$ cat src/rtl/audio_pkg.sv
// Shared audio-path definitions: I2S frame geometry and the transmitter state encoding.
package audio_pkg;

    localparam int unsigned DEF_SAMPLE_W = 18;
    localparam int unsigned SLOTS_PER_CH = 32;
    localparam int unsigned FRAME_SLOTS  = 64;
    localparam int unsigned SLOT_W       = $clog2(FRAME_SLOTS);
    localparam int unsigned CH_IDX_W     = $clog2(SLOTS_PER_CH);

    typedef enum logic {
        IDLE  = 1'b0,
        SHIFT = 1'b1
    } state_t;

    // Word select for a slot: upper half of the frame is the right channel.
    function automatic logic slot_is_right(input logic [SLOT_W-1:0] slot);
        return slot[SLOT_W-1];
    endfunction

endpackage

$ cat src/rtl/i2s_bclk_gen.sv
// I2S bit-clock generator: divides clk into a registered bclk and flags falling toggles.
module i2s_bclk_gen #(
    parameter int unsigned BCLK_HALF = 15
) (
    input  logic clk,
    input  logic rst,
    input  logic clr,
    input  logic en,
    output logic bclk,
    output logic fall_en_c
);

    localparam int unsigned DIV_W = (BCLK_HALF > 1) ? $clog2(BCLK_HALF) : 1;
    localparam logic [DIV_W-1:0] DIV_LAST = DIV_W'(BCLK_HALF - 1);

    logic [DIV_W-1:0] div_cnt;
    logic             wrap_c;

    assign wrap_c    = (div_cnt == DIV_LAST);
    // The toggle about to happen is a fall when bclk is currently high.
    assign fall_en_c = en && wrap_c && bclk;

    // Half-period divider; clr realigns the phase at the start of a frame from idle.
    always_ff @(posedge clk or posedge rst) begin
        if (rst) begin
            div_cnt <= '0;
            bclk    <= 1'b0;
        end else if (clr) begin
            div_cnt <= '0;
            bclk    <= 1'b0;
        end else if (en) begin
            if (wrap_c) begin
                div_cnt <= '0;
                bclk    <= ~bclk;
            end else begin
                div_cnt <= div_cnt + DIV_W'(1);
            end
        end
    end

endmodule

$ cat src/rtl/i2s_dac_tx.sv
// I2S DAC transmitter: captures a stereo pair per tick48k and shifts it out as a 64-slot frame.
module i2s_dac_tx
    import audio_pkg::*;
#(
    parameter int unsigned SAMPLE_W  = DEF_SAMPLE_W,
    parameter int unsigned DAC_W     = 16,
    parameter int unsigned BCLK_HALF = 15
) (
    input  logic                clk,
    input  logic                rst,
    input  logic                tick48k,
    input  logic [SAMPLE_W-1:0] sound_l,
    input  logic [SAMPLE_W-1:0] sound_r,
    output logic                bclk,
    output logic                lrck,
    output logic                sdata,
    output logic                busy,
    output logic                frame_done,
    output logic                overrun
);

    state_t            state;
    logic [SLOT_W-1:0] slot;
    logic [DAC_W-1:0]  sh_l;
    logic [DAC_W-1:0]  sh_r;
    logic [DAC_W-1:0]  pend_l;
    logic [DAC_W-1:0]  pend_r;
    logic              pending;

    logic [DAC_W-1:0]    tick_l_c;
    logic [DAC_W-1:0]    tick_r_c;
    logic [DAC_W-1:0]    start_l_c;
    logic [DAC_W-1:0]    start_r_c;
    logic                fall_en_c;
    logic                run_c;
    logic                idle_start_c;
    logic                frame_end_c;
    logic                start_c;
    logic [SLOT_W-1:0]   next_slot_c;
    logic [CH_IDX_W-1:0] ch_idx_c;
    logic                right_c;
    logic                data_slot_c;

    // Truncate to the DAC width: keep the MSBs, drop the LSBs.
    assign tick_l_c = sound_l[SAMPLE_W-1 -: DAC_W];
    assign tick_r_c = sound_r[SAMPLE_W-1 -: DAC_W];

    generate
        if (SAMPLE_W > DAC_W) begin : g_trunc
            logic unused_lsb_c;
            assign unused_lsb_c = ^{sound_l[SAMPLE_W-DAC_W-1:0], sound_r[SAMPLE_W-DAC_W-1:0]};
        end
    endgenerate

    assign run_c        = (state == SHIFT);
    assign idle_start_c = (state == IDLE) && tick48k;
    assign frame_end_c  = fall_en_c && (slot == SLOT_W'(FRAME_SLOTS - 1));
    // A new frame begins from idle on a tick, or back-to-back when a pair is waiting.
    assign start_c      = idle_start_c || (frame_end_c && (tick48k || pending));
    // A tick on the start edge wins over the pending pair.
    assign start_l_c    = tick48k ? tick_l_c : pend_l;
    assign start_r_c    = tick48k ? tick_r_c : pend_r;

    // Slot entered on this falling toggle; index 0 of each half is the one-bit I2S delay.
    assign next_slot_c = slot + SLOT_W'(1);
    assign ch_idx_c    = next_slot_c[CH_IDX_W-1:0];
    assign right_c     = slot_is_right(next_slot_c);
    assign data_slot_c = (ch_idx_c != '0) && (32'(ch_idx_c) <= DAC_W);

    i2s_bclk_gen #(
        .BCLK_HALF (BCLK_HALF)
    ) u_bclk_gen (
        .clk       (clk),
        .rst       (rst),
        .clr       (idle_start_c),
        .en        (run_c),
        .bclk      (bclk),
        .fall_en_c (fall_en_c)
    );

    // Frame FSM, slot counter, serializer and registered I2S outputs.
    always_ff @(posedge clk or posedge rst) begin
        if (rst) begin
            state      <= IDLE;
            slot       <= '0;
            lrck       <= 1'b1;
            sdata      <= 1'b0;
            busy       <= 1'b0;
            frame_done <= 1'b0;
            sh_l       <= '0;
            sh_r       <= '0;
        end else begin
            frame_done <= frame_end_c;
            if (start_c) begin
                state <= SHIFT;
                slot  <= '0;
                lrck  <= 1'b0;
                sdata <= 1'b0;
                busy  <= 1'b1;
                sh_l  <= start_l_c;
                sh_r  <= start_r_c;
            end else if (frame_end_c) begin
                state <= IDLE;
                slot  <= '0;
                lrck  <= 1'b1;
                sdata <= 1'b0;
                busy  <= 1'b0;
            end else if (run_c && fall_en_c) begin
                slot <= next_slot_c;
                lrck <= right_c;
                if (data_slot_c) begin
                    if (right_c) begin
                        sdata <= sh_r[DAC_W-1];
                        sh_r  <= {sh_r[DAC_W-2:0], 1'b0};
                    end else begin
                        sdata <= sh_l[DAC_W-1];
                        sh_l  <= {sh_l[DAC_W-2:0], 1'b0};
                    end
                end else begin
                    sdata <= 1'b0;
                end
            end
        end
    end

    // Pending pair for ticks that arrive mid-frame; overwriting or discarding it flags overrun.
    always_ff @(posedge clk or posedge rst) begin
        if (rst) begin
            pending <= 1'b0;
            pend_l  <= '0;
            pend_r  <= '0;
            overrun <= 1'b0;
        end else begin
            overrun <= 1'b0;
            if (run_c) begin
                if (frame_end_c) begin
                    pending <= 1'b0;
                    overrun <= tick48k && pending;
                end else if (tick48k) begin
                    pend_l  <= tick_l_c;
                    pend_r  <= tick_r_c;
                    pending <= 1'b1;
                    overrun <= pending;
                end
            end
        end
    end

endmodule

$ cat config.mk
export PLATFORM = sky130hd
export DESIGN_NAME = i2s_dac_tx
export DESIGN_NICKNAME = d
export VERILOG_FILES = /design/src/rtl/audio_pkg.sv /design/src/rtl/i2s_bclk_gen.sv /design/src/rtl/i2s_dac_tx.sv
export SDC_FILE = /design/constraint.sdc
export NUM_CORES = 1
export LEC_CHECK = 0
export ABC_AREA = 1
export BUFFER_PORTS_ARGS = -buffer_cell sky130_fd_sc_hd__clkbuf_2
export CORE_AREA = 2 2 117 91
export CTS_BUF_LIST = sky130_fd_sc_hd__clkbuf_4
export DETAILED_ROUTE_END_ITERATION = 10
export DIE_AREA = 0 0 119 93
export GPL_TIMING_DRIVEN = 0
export SLEW_MARGIN = 20
export SYNTH_ARGS = -nofsm -noshare
export SYNTH_HDL_FRONTEND = slang
export SYNTH_SLANG_ARGS = --single-unit
$ cat constraint.sdc
create_clock -name clk -period 3 [get_ports clk]
set_clock_uncertainty 0.2 [all_clocks]
set_input_delay 0.45 -clock clk [delete_from_list [all_inputs] [get_ports clk]]
set_output_delay 0.45 -clock clk [all_outputs]
set_load 0.02 [all_outputs]
==> metrics.txt, run 1 <==
first-pass GRT wire length 17360 um; ANT nets after route 0; number of global-route vias before repair 3483; worst reg2reg setup slack 0.72 ns; # port buffers 40; ratio of cells with drive above 1 in the final layout 0.1408; Overflow after GRT 0; Synth Area in Simple Gates 0.3235; via count 3735; CP Class reg2reg; dpl cell area 4577 um2; WP data arrival 2.45 ns; synth cell count leaders nand2_1 (206), nand3_1 (87), dfrtp_1 (80), o21ai_0 (73), inv_1 (45); sequential area share after synthesis 0.4856; fin worst setup slack 0.7175 ns; Post-Syn Area 4177 um2; final worst path period share 0.7608; Met2 Wirelength 3994 um; post-route DRC violation count 0; Clock Tree Buf Depth 2; total CTS buffers 9; Synth Area in XOR/XNOR 0.004194; Root Driver clkbuf_4; CP delay by family, top simple AND/OR/NAND/NOR gates; Yosys warning count 0; met3 WL 624 um; min Tclk post-route 2.282 ns; fraction of the mapped netlist area in adder cells 0.008987; CTS tree built; Hold Path Origin tick48k; number of flops mapped to enable cells by yosys 0; CP max FO 10; Area Overhead vs Synth 13.27%; Fin Setup TNS 0 ns; pre-CTS setup slack 0.7085 ns; Pins Over Slew Limit 0; Worst-Margin Slew 0.5253 ns; initial antenna violation count 0; DR vias/cell 4.954; design area 4731 um2; Mapped Nets 602; setup bufs post-CTS 0; Clock transition at path regs 0.14 ns; core area 9970 um2; DR top layer met4; worst-path cell chain inv_1 > ha_1 > nand3_1 > nor2_1 > nand2_1 > nor2_2 > nor2_2 > clkbuf_1 > nand2_1 > o21ai_0; die area 11070 um2; Slew headroom 0.6498; Critical R2R Capture pend_r[1]; Worst setup EP type flip-flop; Die Span X 119 um; Initial Util 0.4189; Die Span Y 93 um; CP max stage cell clkbuf_1; RSZ-0062 raised after global routing false; startpoint type of the worst setup path flip-flop; worst r2r src u_bclk_gen.div_cnt[0]; power density over cell area 782.5 nW/um2; DP Wirelength 7232 um; GPL Wtd Cong 0.8190; Async SR Flop Fraction 1.000; largest family of logic cells by synthesized area simple AND/OR/NAND/NOR gates; Post-Route WL 10200 um; initial drt markers 322; Register-to-Register Path Depth 10; largest net degree at the start of global routing 52; proportion of synthesized area in mux cells 0.002397; Cell variety after synth 28; top-count cell post-synth nand2_1; status complete, no violations; Finished Core Util 0.4745; main flop type after synthesis dfrtp_1; Fill cells 1007; Fmax achieved 438.1 MHz; # nets final 655; Synth area leader dfrtp_1; LEAKAGE 2.490 nW; top cells by area, synth dfrtp_1 (48%), nand2_1 (19%), nand3_1 (10%), o21ai_0 (8.7%), inv_1 (4.0%); buffers and inverters on the worst path 2; FP Rows 32; Post-Syn Area per Cell 7.458 um2; Max VDD drop 420.6 uV; share of Yosys cell area claimed by the top area cell type 0.4793; final hold vios 0; Post-Synthesis Cells 560; ANT cells 0; Max-cap violations 0; Hold WC Path Type in2reg; H-Tree Depth 3; # setup viols final 0; IO Pins 45; required time worst endpoint 3.17 ns; Critical path origin u_bclk_gen.div_cnt[0]; Synth Area in Compound Gates 0.09587; Yosys reg bits 81; max incr delay on CP 0.43 ns; Worst Setup EP pend_r[1]; Routed WL per cell 13.53 um; GRT Overall Usage 0.1984; Detailed Routing Iterations Pass 1 5; met1 WL 5514 um; Skew-Pair Late Insertion Delay 0.45 ns; clk sink count 81; Hold WS 0.1076 ns; instance count on the critical path 10
layout make-up:
class,count,area [um2],share of cell area
Sequential cell,81,2028,0.4287
Multi-Input combinational cell,398,1817,0.3840
Timing Repair Buffer,42,237.7,0.05025
Inverter,50,190.2,0.04020
Tap cell,136,170.2,0.03597
Buffer,31,143.9,0.03042
Clock inverter,7,76.32,0.01613
Clock buffer,9,67.56,0.01428
timing repair:
action	4_1_cts	5_1_grt
hold buffers	1	0
setup endpoints to repair	0	0
endpoints found under the hold margin	29	0
gates resized for setup	0	0
power breakdown:
part	switching [mW]	total, mW	internal (mW)
Clock	0.417	0.677	0.260
Sequential	0.196	1.68	1.48
Combinational	0.906	1.35	0.443
Total	1.52	3.70	2.18
sequential cells by signal, indices dropped and copies added, names as in the netlist, 4 cells and up:
name / count
pend_l: 16
pend_r: 16
sh_l: 16
sh_r: 16
slot: 6
u_bclk_gen.div_cnt: 4
per-layer routing:
layer / vias up / global-route usage
met2: 115 / 0.2807
met1: 1713 / 0.3058
li1: 1902 / -
met5: - / 0
met4: 0 / 0.04464
met3: 5 / 0.04634
tightest hold or removal path: stages:
cell      delay [ns]
clkbuf_2        0.14
inv_2           0.09
nor3_1          0.05
cell usage in the layout, fill, tap and decap left out, types with 2 or more instances in the layout:
| cell type | synthesis | layout |
|---|---|---|
| nand2_2 | 2 | 2 |
| buf_6 | 2 | 2 |
| nor2_2 | 3 | 3 |
| clkbuf_4 | 0 | 9 |
| nand2_1 | 206 | 206 |
| nor2_1 | 6 | 6 |
| nand3_1 | 87 | 87 |
| clkbuf_2 | 0 | 40 |
| inv_6 | 0 | 2 |
| o21ai_0 | 73 | 73 |
| buf_1 | 3 | 3 |
| clkbuf_1 | 16 | 16 |
| clkinv_4 | 0 | 2 |
| o22ai_1 | 2 | 2 |
| buf_2 | 10 | 10 |
| nand3_2 | 2 | 2 |
| inv_2 | 5 | 5 |
| dfrtp_1 | 80 | 80 |
| ha_1 | 3 | 3 |
| inv_1 | 45 | 44 |
| nand2_4 | 3 | 3 |
| a21oi_1 | 2 | 2 |
cells by family (layout without fill, tap and decap cells):
kind of cell	after synthesis	in the layout
AND/OR/NAND/NOR	313	313
multiplexers	1	1
buffers and inverters	81	139
flip-flops	81	81
XOR/XNOR	2	2
AO/OA/AOI/OAI	79	79
adder cells (fa/ha/maj)	3	3
through the flow:
stage	instances	power, mW
5_1_grt	754	4.035
3_5_place_dp	737	3.046
6_report	754	3.702
2_1_floorplan	560	2.647
3_3_place_gp	736	2.993
4_1_cts	754	3.734
worst min-delay path by stage:
stage / end / slack (ns) / depth (start not counted)
final: overrun / 0.11 / 3
after global placement: sh_l[12] / 0.26 / 2
after CTS: overrun / 0.06 / 3
after global routing: overrun / 0.09 / 3
after detailed placement: sh_l[12] / 0.26 / 2
after floorplan: sh_l[15] / 0.24 / 2
Power figures use the tool's default switching activity.
==> run 2: changes to the inputs <==
==> constraint.sdc (replaced) <==
create_clock -name clk -period 1.9 [get_ports clk]
set_clock_uncertainty 0.2 [all_clocks]
set_input_delay 0.285 -clock clk [delete_from_list [all_inputs] [get_ports clk]]
set_output_delay 0.285 -clock clk [all_outputs]
set_load 0.02 [all_outputs]
==> run 2 against run 1 <==
  * The run now ends with negative setup slack left
  * Global-route usage grew 1.7 points
  * Via count grew 5.4%
  * Clock power grew 58%
  * Setup slack lost 0.75 ns
  * Cell area grew 15%
  * Sequential share of layout area shrank 5.6 points
  * Register-to-register slack lost 0.75 ns
  * Wire length grew 8.4%
  * Critical path depth grew 1
  * Critical path type unchanged
  * Critical endpoint is now sh_r[15]
  * Highest routed layer unchanged
==> metrics.txt, run 2 (synthesized netlist as in run 1, its figures left out) <==
CP max FO 5 (-5); worst-path cell chain ha_2 > nand2_1 > inv_2 > buf_4 > nand3_1 > nor2_4 > nor2_2 > nand3_4 > buf_2 > nand3_1 > nand2_1; # nets final 695 (+6.1%); max incr delay on CP 0.41 ns (-0.02 ns); internal cell power 3.857 mW (+77%); fin worst setup slack -0.03008 ns (-0.7476 ns); Fill cells 945 (-6.2%); post-route DRC violation count 0 (unchanged); Sw Ratio 0.4028 (-0.007723); Area Overhead vs Synth 30.26%; multi-input logic area 2022 um2 (+11%); Clock Tree Buf Depth 2 (unchanged); CP Class reg2reg; Pins Over Slew Limit 0 (unchanged); first-pass GRT wire length 18840 um (+8.5%); Sequential Power Share 0.411 (-0.042); design area 5440 um2 (+15%); final worst path period share 1.016 (+0.2550); core area 9970 um2 (unchanged); Fin Setup TNS -0.3983 ns (-0.3983 ns); combinational share of power 0.424 (+0.060); # setup viols final 28 (+28); worst reg2reg setup slack -0.03 ns (-0.75 ns); GRT Overall Usage 0.2158 (+0.01739); dpl cell area 4622 um2 (+0.98%); DP Wirelength 7540 um (+4.3%); Worst-Margin Slew 0.6233 ns (+0.09806 ns); Post-Route WL 11050 um (+8.4%); Register-to-Register Path Depth 11 (+1); pre-CTS setup slack -0.4032 ns (-1.112 ns); worst r2r src slot[1]; via count 3936 (+5.4%); Detailed Routing Iterations Pass 1 4 (-1); power density over cell area 1187 nW/um2 (+52%); failing checks negative setup slack; status complete, but fails checks; WP data arrival 2.09 ns (-0.36 ns); Hold WC Path Type in2reg; Worst setup EP type flip-flop; # port buffers 40 (unchanged); Clock Power Share 0.165 (-0.018); most frequent cells in the layout nand2_1 (196), nand3_1 (80), dfrtp_1 (80), o21ai_0 (64), clkbuf_2 (43); Max VDD drop 654.3 uV (+56%); min Tclk post-route 1.930 ns (-0.3524 ns); Hold Path Origin sound_l[16]; die area 11070 um2 (unchanged); Critical R2R Capture sh_r[15]; GPL Wtd Cong 0.7934 (-3.1%); IO Pins 45 (unchanged); Die Span X 119 um (unchanged); LEAKAGE 2.780 nW (+12%); CP max stage cell dfrtp_1; Clock transition at path regs 0.15 ns (about the same); Placed Cells 738 (+0.14%); initial drt markers 301 (-6.5%); Overflow after GRT 0 (unchanged); largest net degree at the start of global routing 33 (-37%); RSZ-0062 raised after global routing true; total CTS buffers 9 (unchanged); Die Span Y 93 um (unchanged); most common cell after layout, fill and taps aside nand2_1; Max-cap violations 0 (unchanged); Slew headroom 0.5836 (-0.06625); final hold vios 0 (unchanged); worst hold path depth 5 (+2); Skew-Pair Late Insertion Delay 0.46 ns (about the same); Routed WL per cell 13.92 um (+2.9%); Fmax achieved 518.1 MHz (+18%); CTS tree built; initial antenna violation count 0 (unchanged); Final Non-Filler Cells 794 (+5.3%); number of global-route vias before repair 3796 (+9.0%); FP Rows 32 (unchanged); ANT nets after route 0 (unchanged); ratio of cells with drive above 1 in the final layout 0.2280 (+0.08719); FF/Latch Area 2028 um2 (unchanged); Initial Util 0.4189 (unchanged); H-Tree Depth 3 (unchanged); switching power 2.602 mW (+71%); DR vias/cell 4.957 (about the same); required time worst endpoint 2.06 ns (-1.11 ns); WHS Endpoint pend_l[14]; Root Driver clkbuf_4; clk sink count 81 (unchanged); startpoint type of the worst setup path flip-flop; ANT cells 0 (unchanged)
==> run 2: cell types whose count changed in the layout (fill, tap and decap cells not counted), moves of 6 or more <==
cell	before	now
buf_4	0	22
buf_2	10	1
clkbuf_8	0	6
nand2_2	2	9
clkbuf_1	16	7
nand2_1	206	196
nand3_1	87	80
o21ai_0	73	64
dlygate4sd3_1	1	16
==> run 2: timing repair <==
item                       in CTS  in global routing
gates resized for setup        56                 38
hold endpoints to repair       40                  0
setup endpoints to repair      74                 74
gates cloned                    2                  1
hold buffers                   16                  0
pin swaps                      12                 17
setup buffers                  17                  4
==> run 2: per-layer routing <==
metal	track usage	part of all wire	vias to the layer above
met5	0	0	-
met4	0.05258	0.0089	0
met3	0.05061	0.045	9
met2	0.3166	0.43	89
met1	0.3220	0.52	1842
li1	-	-	1996
==> run 2: how the worst max path moves through the flow <==
stage | startpoint | end | depth (start not counted)
floorplan | u_bclk_gen.div_cnt[0] | sh_r[15] | 12
detailed placement | u_bclk_gen.div_cnt[0] | pend_l[8] | 9
global route | slot[0] | sh_r[13] | 11
finish | slot[1] | sh_r[15] | 11
global placement | u_bclk_gen.div_cnt[0] | pend_l[8] | 9
CTS | u_bclk_gen.div_cnt[0] | sh_r[7] | 12
==> run 2: critical path: cells and delay by family, from the launching register on <==
family	cells	cell delay, ns
and+or+nand+nor	7	0.66
buffers and inverters	3	0.37
adders and majority gates	1	0.19
DFF	1	0.41
==> run 2: power by group through the flow <==
stage	Clock, mW	Combinational, mW	Sequential (mW)
3_5_place_dp	0	2.16	2.69
5_1_grt	1.18	3.11	2.73
3_3_place_gp	0	2.08	2.67
6_report	1.07	2.74	2.65
4_1_cts	1.11	2.58	2.64
2_1_floorplan	0	1.57	2.65
==> run 2: layout make-up <==
| cell class | count | area share |
|---|---|---|
| Buffer | 31 | 0.04784 |
| Clock buffer | 9 | 0.01242 |
| Inverter | 50 | 0.03657 |
| Timing Repair Buffer | 82 | 0.1129 |
| Clock inverter | 7 | 0.01449 |
| Sequential cell | 81 | 0.3728 |
| Multi-Input combinational cell | 398 | 0.3717 |
| Tap cell | 136 | 0.03128 |
==> run 2: per-stage QoR <==
stage            util  hold WS [ns]  total power, mW
5_1_grt        0.5457       0.02077            7.026
2_1_floorplan       -        0.2031            4.220
3_3_place_gp   0.4596        0.2547            4.758
3_5_place_dp   0.4636        0.1787            4.857
6_report       0.5457       0.02335            6.459
4_1_cts        0.5310     0.0002010            6.322
